File: config.mk
export PLATFORM = sky130hd
export DESIGN_NAME = pipelined_adder
export DESIGN_NICKNAME = d
export VERILOG_FILES = /design/src/rtl/pipelined_adder.sv
export SDC_FILE = /design/constraint.sdc
export NUM_CORES = 1
export LEC_CHECK = 0
export CORE_MARGIN = 2
export CORE_UTILIZATION = 51
export CTS_BUF_LIST = sky130_fd_sc_hd__clkbuf_4 sky130_fd_sc_hd__clkbuf_8
export DETAILED_ROUTE_END_ITERATION = 16
export MAX_ROUTING_LAYER = met4
export PLACE_DENSITY = 0.76
export SYNTH_ARGS = -nofsm -noshare
export SYNTH_HDL_FRONTEND = slang
export SYNTH_SLANG_ARGS = --single-unit
File: constraint.sdc
create_clock -name clk -period 9.85 [get_ports clk]
set_input_delay 1.97 -clock clk [delete_from_list [all_inputs] [get_ports clk]]
set_output_delay 1.97 -clock clk [all_outputs]
set_load 0.005 [all_outputs]
File: src/rtl/pipelined_adder.sv
// Pipelined WIDTH-bit adder/subtractor: one SEG-bit segment per stage, carry
// registered between segments, valid/ready handshake with a global stall.
module pipelined_adder #(
    parameter int unsigned WIDTH  = 32,
    parameter int unsigned STAGES = 4
) (
    input  logic             clk,
    input  logic             rst_n,
    input  logic             in_valid,
    output logic             in_ready,
    input  logic [WIDTH-1:0] a,
    input  logic [WIDTH-1:0] b,
    input  logic             cin,
    input  logic             sub,
    output logic             out_valid,
    input  logic             out_ready,
    output logic [WIDTH-1:0] sum,
    output logic             carry,
    output logic             overflow,
    output logic             zero
);

    localparam int unsigned SEG  = WIDTH / STAGES;
    localparam int unsigned SEGC = SEG + 1;

    logic adv;

    // Stage registers: valid, accumulated partial sum, segment carry-out and
    // the operands right-shifted so the next segment to add sits at bit 0.
    logic             st_v   [STAGES];
    logic             st_c   [STAGES];
    logic [WIDTH-1:0] st_sum [STAGES];
    logic [WIDTH-1:0] st_a   [STAGES];
    logic [WIDTH-1:0] st_b   [STAGES];

    logic             nx_v   [STAGES];
    logic             nx_c   [STAGES];
    logic [WIDTH-1:0] nx_sum [STAGES];
    logic [WIDTH-1:0] nx_a   [STAGES];
    logic [WIDTH-1:0] nx_b   [STAGES];

    logic ovf_r;
    logic zero_r;
    logic nx_ovf;
    logic nx_zero;

    assign adv      = !out_valid || out_ready;
    assign in_ready = adv;

    for (genvar k = 0; k < STAGES; k++) begin : g_stage
        logic             v_in;
        logic             c_in;
        logic [WIDTH-1:0] a_in;
        logic [WIDTH-1:0] b_in;
        logic [WIDTH-1:0] sum_in;
        logic [SEG:0]     seg_add;

        if (k == 0) begin : g_first
            // Subtract folds into a + ~b + 1; cin only matters in add mode.
            assign v_in   = in_valid;
            assign a_in   = a;
            assign b_in   = sub ? ~b : b;
            assign c_in   = sub | cin;
            assign sum_in = '0;
        end else begin : g_next
            assign v_in   = st_v[k-1];
            assign a_in   = st_a[k-1];
            assign b_in   = st_b[k-1];
            assign c_in   = st_c[k-1];
            assign sum_in = st_sum[k-1];
        end

        assign seg_add = {1'b0, a_in[SEG-1:0]} + {1'b0, b_in[SEG-1:0]} + SEGC'(c_in);

        assign nx_v[k]   = v_in;
        assign nx_c[k]   = seg_add[SEG];
        assign nx_a[k]   = a_in >> SEG;
        assign nx_b[k]   = b_in >> SEG;
        // Segment k of sum_in is still zero, so OR-ing inserts the new segment.
        assign nx_sum[k] = sum_in | (WIDTH'(seg_add[SEG-1:0]) << (k * SEG));

        if (k == STAGES - 1) begin : g_last
            // Carry into the MSB recovered from the MSB sum bit and its operands.
            assign nx_ovf  = seg_add[SEG] ^ (seg_add[SEG-1] ^ a_in[SEG-1] ^ b_in[SEG-1]);
            assign nx_zero = (nx_sum[k] == '0);
        end
    end

    // Whole pipeline shifts together; a stalled output freezes every stage.
    always_ff @(posedge clk) begin
        if (!rst_n) begin
            for (int unsigned k = 0; k < STAGES; k++) begin
                st_v[k]   <= 1'b0;
                st_c[k]   <= 1'b0;
                st_sum[k] <= '0;
                st_a[k]   <= '0;
                st_b[k]   <= '0;
            end
            ovf_r  <= 1'b0;
            zero_r <= 1'b0;
        end else if (adv) begin
            for (int unsigned k = 0; k < STAGES; k++) begin
                st_v[k]   <= nx_v[k];
                st_c[k]   <= nx_c[k];
                st_sum[k] <= nx_sum[k];
                st_a[k]   <= nx_a[k];
                st_b[k]   <= nx_b[k];
            end
            ovf_r  <= nx_ovf;
            zero_r <= nx_zero;
        end
    end

    assign out_valid = st_v[STAGES-1];
    assign sum       = st_sum[STAGES-1];
    assign carry     = st_c[STAGES-1];
    assign overflow  = ovf_r;
    assign zero      = zero_r;

endmodule
==> flow_summary.ini, run 1 <==
[clock_network]
cts.path.max_buffers = 2
clkLatencyLatePin_ns = 0.46
cts_root_buf = clkbuf_8
ctsResizeCount = 0
cts_buffers = 17
postCtsSetupRepairBufs = 0
cts.sinks = 186
cts_max_level = 4
cts_tree = done
clk_pin_slew_ns = 0.09
ctsHoldBuffers = 0

[yosys]
synth_top_flop_cell = edfxtp_1
synthTopCellsByArea = edfxtp_1 (63%), and3_1 (9.7%), ha_1 (4.2%), xnor2_1 (3.4%), nor2_1 (2.3%)
synth_warnings = 0
yosys.area.top_type = edfxtp_1
ys_types = 45
synth-seq-cells = 186
synth_cells = 631
netlist_area_um2 = 8420
synth_top_area_share_pct = 63.5
synthArstFlopShare_pct = 0
synth-edff-count = 178
synth_nets = 737
ys_seq_area_share_pct = 65.4
synth_area_per_cell_um2 = 13.3

[route]
num_vias = 4918
firstDrtPassIters = 5
wl_um = 13900
vias_per_cell = 5.18
route.detailed.wl_per_inst_um = 14.6
postRouteAntennaNets = 0
detail_route.iter0.violations = 320
drc = 0

[grt]
grt_pass1_vias = 4844
antenna_found_initial = 0
grt_overflow_total = 0
grt_start_max_net_pins = 139
grt_use_total_pct = 17.0
grt_pass1_wl_um = 23100

[floorplanning]
floorplan.rows = 46
die_w_um = 133
dieArea_um2 = 17600
pin_count = 107
chipHeight_um = 133
core_area_um2 = 16000
initial_utilization_pct = 52.6

[placed_design]
place_congestion = 0.789
placed_cell_area_um2 = 9630
port_buffers = 106
dp.final_hpwl_um = 9210

[sta]
relSlewSlack_pct = 30.1
rsz0062_at_grt = no
final.setup.tns_ns = 0
min_period_ns = 5.60
hold_viol_final = 0
maxSlewViolCount = 0
tightest_slew_ns = 1.05
skew_ns = 0.0155
setup_violations = 0
fmax_mhz = 179
fin_crit_sh_pct = 56.9

[setup_path]
arrival_ns = 3.63
ff2ff_path_depth = 4
critPathLaunchType = input pin
r2r_end = st_b[0][21]$_SDFFCE_PN0P_
crit_fanout = 10
worst_ep_required_time_ns = 7.88
worstSetupEndpointType = output pin
reg2reg_from = st_v[3]$_DFFE_PP_
crit_type = input pin to output pin
startpoint = out_ready
cp-endpoint = in_ready
reg2reg_slack_ns = 6.70

[cells_and_area]
layout_common_cells = edfxtp_1 (178), and3_1 (130), clkdlybuf4s50_1 (104)
nets = 826
num_antenna_cells = 0
areaGrowthSynthToFinish_pct = 19.5
stdcell_area_um2 = 10100
layout-drive-gt1-share_pct = 6.28
final_common_cell = edfxtp_1

[power_and_ir_drop]
leakagePower_nw = 4.47
ir_drop_mv = 0.0979
power_mw = 1.66
power.density_nw_per_um2 = 165

[worst_hold_path]
hp-class = register to register

[job]
cap_viol_max_count = 0

[status]
outcome = complete, no violations
==> worst min path at each step <==
stage / startpoint / endpoint / slack (ns) / cells past startpoint
3_5_place_dp: st_v[2]$_DFF_P_ / st_v[2]$_DFF_P_ / 0.46 / 2
5_1_grt: zero$_SDFFE_PN0N_ / zero$_SDFFE_PN0N_ / 0.51 / 2
2_1_floorplan: st_v[2]$_DFF_P_ / st_v[2]$_DFF_P_ / 0.44 / 2
6_report: st_v[2]$_DFF_P_ / st_v[2]$_DFF_P_ / 0.47 / 2
4_1_cts: st_v[2]$_DFF_P_ / st_v[2]$_DFF_P_ / 0.47 / 2
3_3_place_gp: st_v[2]$_DFF_P_ / st_v[2]$_DFF_P_ / 0.45 / 2
==> registers in the layout, summed over array words and instances, names as in the netlist <==
register  cells
st_c          4
st_v          4
zero          1
st_b         48
st_sum       80
overflow      1
st_a         48
==> Yosys cell counts (all sizes together) (9+ instances only) <==
cell type	number
edfxtp	178
and3	130
nor2	52
clkbuf	34
xnor2	34
ha	28
inv	26
nand2	16
nor3	16
o21ai	13
xor2	11
a21boi	9
==> per-stage QoR <==
| step | utilization (%) | hold WS [ns] | std cells | setup slack (ns) |
|---|---|---|---|---|
| 2_1_floorplan | - | 0.437 | 631 | 3.04 |
| 3_3_place_gp | 60.2 | 0.449 | 917 | 4.26 |
| 3_5_place_dp | 60.2 | 0.459 | 917 | 4.20 |
| 4_1_cts | 62.9 | 0.472 | 949 | 4.20 |
| 5_1_grt | 62.9 | 0.507 | 949 | 4.15 |
| 6_report | 62.9 | 0.469 | 949 | 4.25 |
==> layout make-up <==
| cell class | instances | area (um^2) |
|---|---|---|
| Clock inverter | 9 | 148 |
| Multi-Input combinational cell | 379 | 2670 |
| Fill cell | 1222 | 5930 |
| Timing Repair Buffer | 110 | 1080 |
| Clock buffer | 23 | 292 |
| Sequential cell | 186 | 5510 |
| Inverter | 26 | 97.6 |
| Tap cell | 216 | 270 |
==> power breakdown <==
group          internal, mW  switching (mW)
registers             0.923          0.0177
clock network         0.299           0.243
logic                0.0947          0.0796
==> kinds of logic (layout without fill, tap and decap cells) <==
group / Yosys count / after routing / share of synthesized area (%)
buffers and inverters: 66 / 168 / 3.02
muxes: 3 / 3 / 0.357
xor gates and xnor gates: 46 / 46 / 5.04
DFF: 186 / 186 / 65.4
and+or+nand+nor: 246 / 246 / 16.1
adders and majority gates: 36 / 36 / 6.06
AOI/OAI and AO/OA: 48 / 48 / 4.09
==> per-layer routing <==
metal	vias to the layer above	routed length (um)	track usage [%]
met4	0	219	6.45
met1	2278	6450	22.7
li1	2476	-	-
met3	20	726	4.25
met5	-	0	-
met2	144	6480	25.4
==> critical path, cell delays in order <==
cell             delay (ns)
clkdlybuf4s50_1        0.40
nor2b_1                0.73
inv_2                  0.06
clkdlybuf4s50_1        0.47
(Power assumes the default switching activity.)
==> run 2: changes to the inputs <==
==> constraint.sdc (replaced) <==
create_clock -name clk -period 5.7 [get_ports clk]
set_input_delay 1.14 -clock clk [delete_from_list [all_inputs] [get_ports clk]]
set_output_delay 1.14 -clock clk [all_outputs]
set_load 0.005 [all_outputs]
==> flow_summary.ini, run 2 (synthesis gave the netlist of run 1 again) <==
[setup_path]
worst_ep_required_time_ns = 4.56
arrival_ns = 2.98
crit_fanout = 53
r2r_end = st_c[1]$_DFF_P_
slowest_delay_ns = 0.63
reg2reg_from = st_a[0][0]$_SDFFCE_PN0P_
cp_num_buf_inv = 4
worstSetupEndpointType = output pin
critPathSlowestCell = clkdlybuf4s50_1
crit_type = input pin to output pin
ff2ff_path_depth = 10
worst_path_most_repeated_cell = clkdlybuf4s50_1
critPathLaunchType = input pin
crit_family = buffers and inverters
reg2reg_slack_ns = 3.14
cp_cell_sequence = clkdlybuf4s50_1 -> nor2b_1 -> buf_4 -> inv_2 -> clkdlybuf4s50_1

[floorplanning]
chipHeight_um = 133
pin_count = 107
initial_utilization_pct = 52.6
core_area_um2 = 16000
die_w_um = 133
floorplan.rows = 46
dieArea_um2 = 17600

[sta]
tightest_slew_ns = 1.26
setup_violations = 0
hold_viol_final = 0
relSlewSlack_pct = 16.2
min_period_ns = 4.12
fin_crit_sh_pct = 72.2
maxSlewViolCount = 0
fmax_mhz = 243
final.setup.tns_ns = 0
skew_ns = 0.0129
rsz0062_at_grt = no

[power_and_ir_drop]
leakagePower_nw = 4.43
power_mw = 2.77
ir_drop_mv = 0.142
power.density_nw_per_um2 = 276

[clock_network]
cts_root_buf = clkbuf_8
cts_buffers = 17
cts_tree = done
cts.path.max_buffers = 2
clk_pin_slew_ns = 0.09
postCtsSetupRepairBufs = 0
ctsHoldBuffers = 0
ctsResizeCount = 0
cts_max_level = 4
cts.sinks = 186
clkLatencyLatePin_ns = 0.46

[route]
wl_um = 14000
route.detailed.wl_per_inst_um = 14.8
drc = 0
firstDrtPassIters = 5
detail_route.iter0.violations = 328
vias_per_cell = 5.22
num_vias = 4958
postRouteAntennaNets = 0

[worst_hold_path]
whs_endpoint = overflow$_SDFFE_PN0N_
hp-class = register to register
hold_start = overflow$_SDFFE_PN0N_
hold-path-cell-count = 2

[status]
outcome = complete, no violations

[grt]
grt_pass1_vias = 4928
grt_start_max_net_pins = 179
antenna_found_initial = 0
grt_use_total_pct = 17.3
grt_pass1_wl_um = 23700
grt_overflow_total = 0

[cells_and_area]
final_common_cell = edfxtp_1
nets = 826
largest-register = st_sum
final_cells = 949
layout_common_cells = edfxtp_1 (178), and3_1 (130), clkdlybuf4s50_1 (104)
utilization_pct = 62.7
num_antenna_cells = 0
layout-drive-gt1-share_pct = 6.28
top_regs = st_sum (80), st_a (48), st_b (48)
largest_reg_flops = 80
areaGrowthSynthToFinish_pct = 19.1

[placed_design]
port_buffers = 106
place_congestion = 0.753
placedCellCount = 917
dp.final_hpwl_um = 9400

[job]
cap_viol_max_count = 0
==> run 2: changes by cell type in the layout (fill, tap and decap cells not counted), moves of 2 or more <==
| cell | previous run | this run |
|---|---|---|
| bufinv_16 | 4 | 1 |
| clkbuf_4 | 4 | 0 |
| clkinv_2 | 4 | 1 |
| clkinv_4 | 0 | 6 |
| clkinvlp_4 | 1 | 3 |
| inv_8 | 0 | 2 |
==> run 2: worst max path at each step <==
stage / startpoint / endpoint / slack [ns] / depth (start not counted)
final: out_ready / in_ready / 1.58 / 5
after global routing: out_ready / in_ready / 1.50 / 5
after CTS: out_ready / in_ready / 1.60 / 5
after detailed placement: out_ready / in_ready / 1.61 / 5
after global placement: out_ready / in_ready / 1.62 / 5
after floorplan: rst_n / st_a[0][0]$_SDFFCE_PN0P_ / 1.52 / 3
==> run 2: final cells by class <==
class	instances	area [um^2]
repair buffers	110	1080
fillers	1210	5970
clock inverters	14	141
multi-input cells	379	2680
clock buffers	18	248
well taps	216	270
inverters	26	97.6
flip-flops and latches	186	5510
==> run 2: layer usage <==
layer | vias to the layer above | track usage, % | part of all wire, %
met1 | 2310 | 23.3 | 46
met5 | - | - | 0
met2 | 147 | 25.8 | 47
met3 | 19 | 4.37 | 5.5
li1 | 2482 | - | -
met4 | 0 | 6.21 | 1.5
==> run 2: power by group <==
| group | total, mW | internal (mW) | switching [mW] |
|---|---|---|---|
| Clock | 0.836 | 0.366 | 0.469 |
| Sequential | 1.63 | 1.60 | 0.0310 |
| Combinational | 0.304 | 0.165 | 0.139 |
==> run 2: through the flow <==
| stage | cell area [um^2] | worst slack, ns | hold WS (ns) |
|---|---|---|---|
| 6_report | 10000 | 1.58 | 0.486 |
| 5_1_grt | 10000 | 1.50 | 0.522 |
| 4_1_cts | 10000 | 1.60 | 0.489 |
| 3_5_place_dp | 9640 | 1.61 | 0.476 |
| 3_3_place_gp | 9640 | 1.62 | 0.450 |
| 2_1_floorplan | 8430 | 1.52 | 0.437 |
==> run 2: worst register-to-register path: cells and delay by family, from the launching register on <==
kind | cells | cell delay [ns]
AO/OA/AOI/OAI | 5 | 1.16
adder cells (fa/ha/maj) | 2 | 0.62
flip-flops | 1 | 0.39
buffers and inverters | 2 | 0.16
AND/OR/NAND/NOR | 1 | 0.11
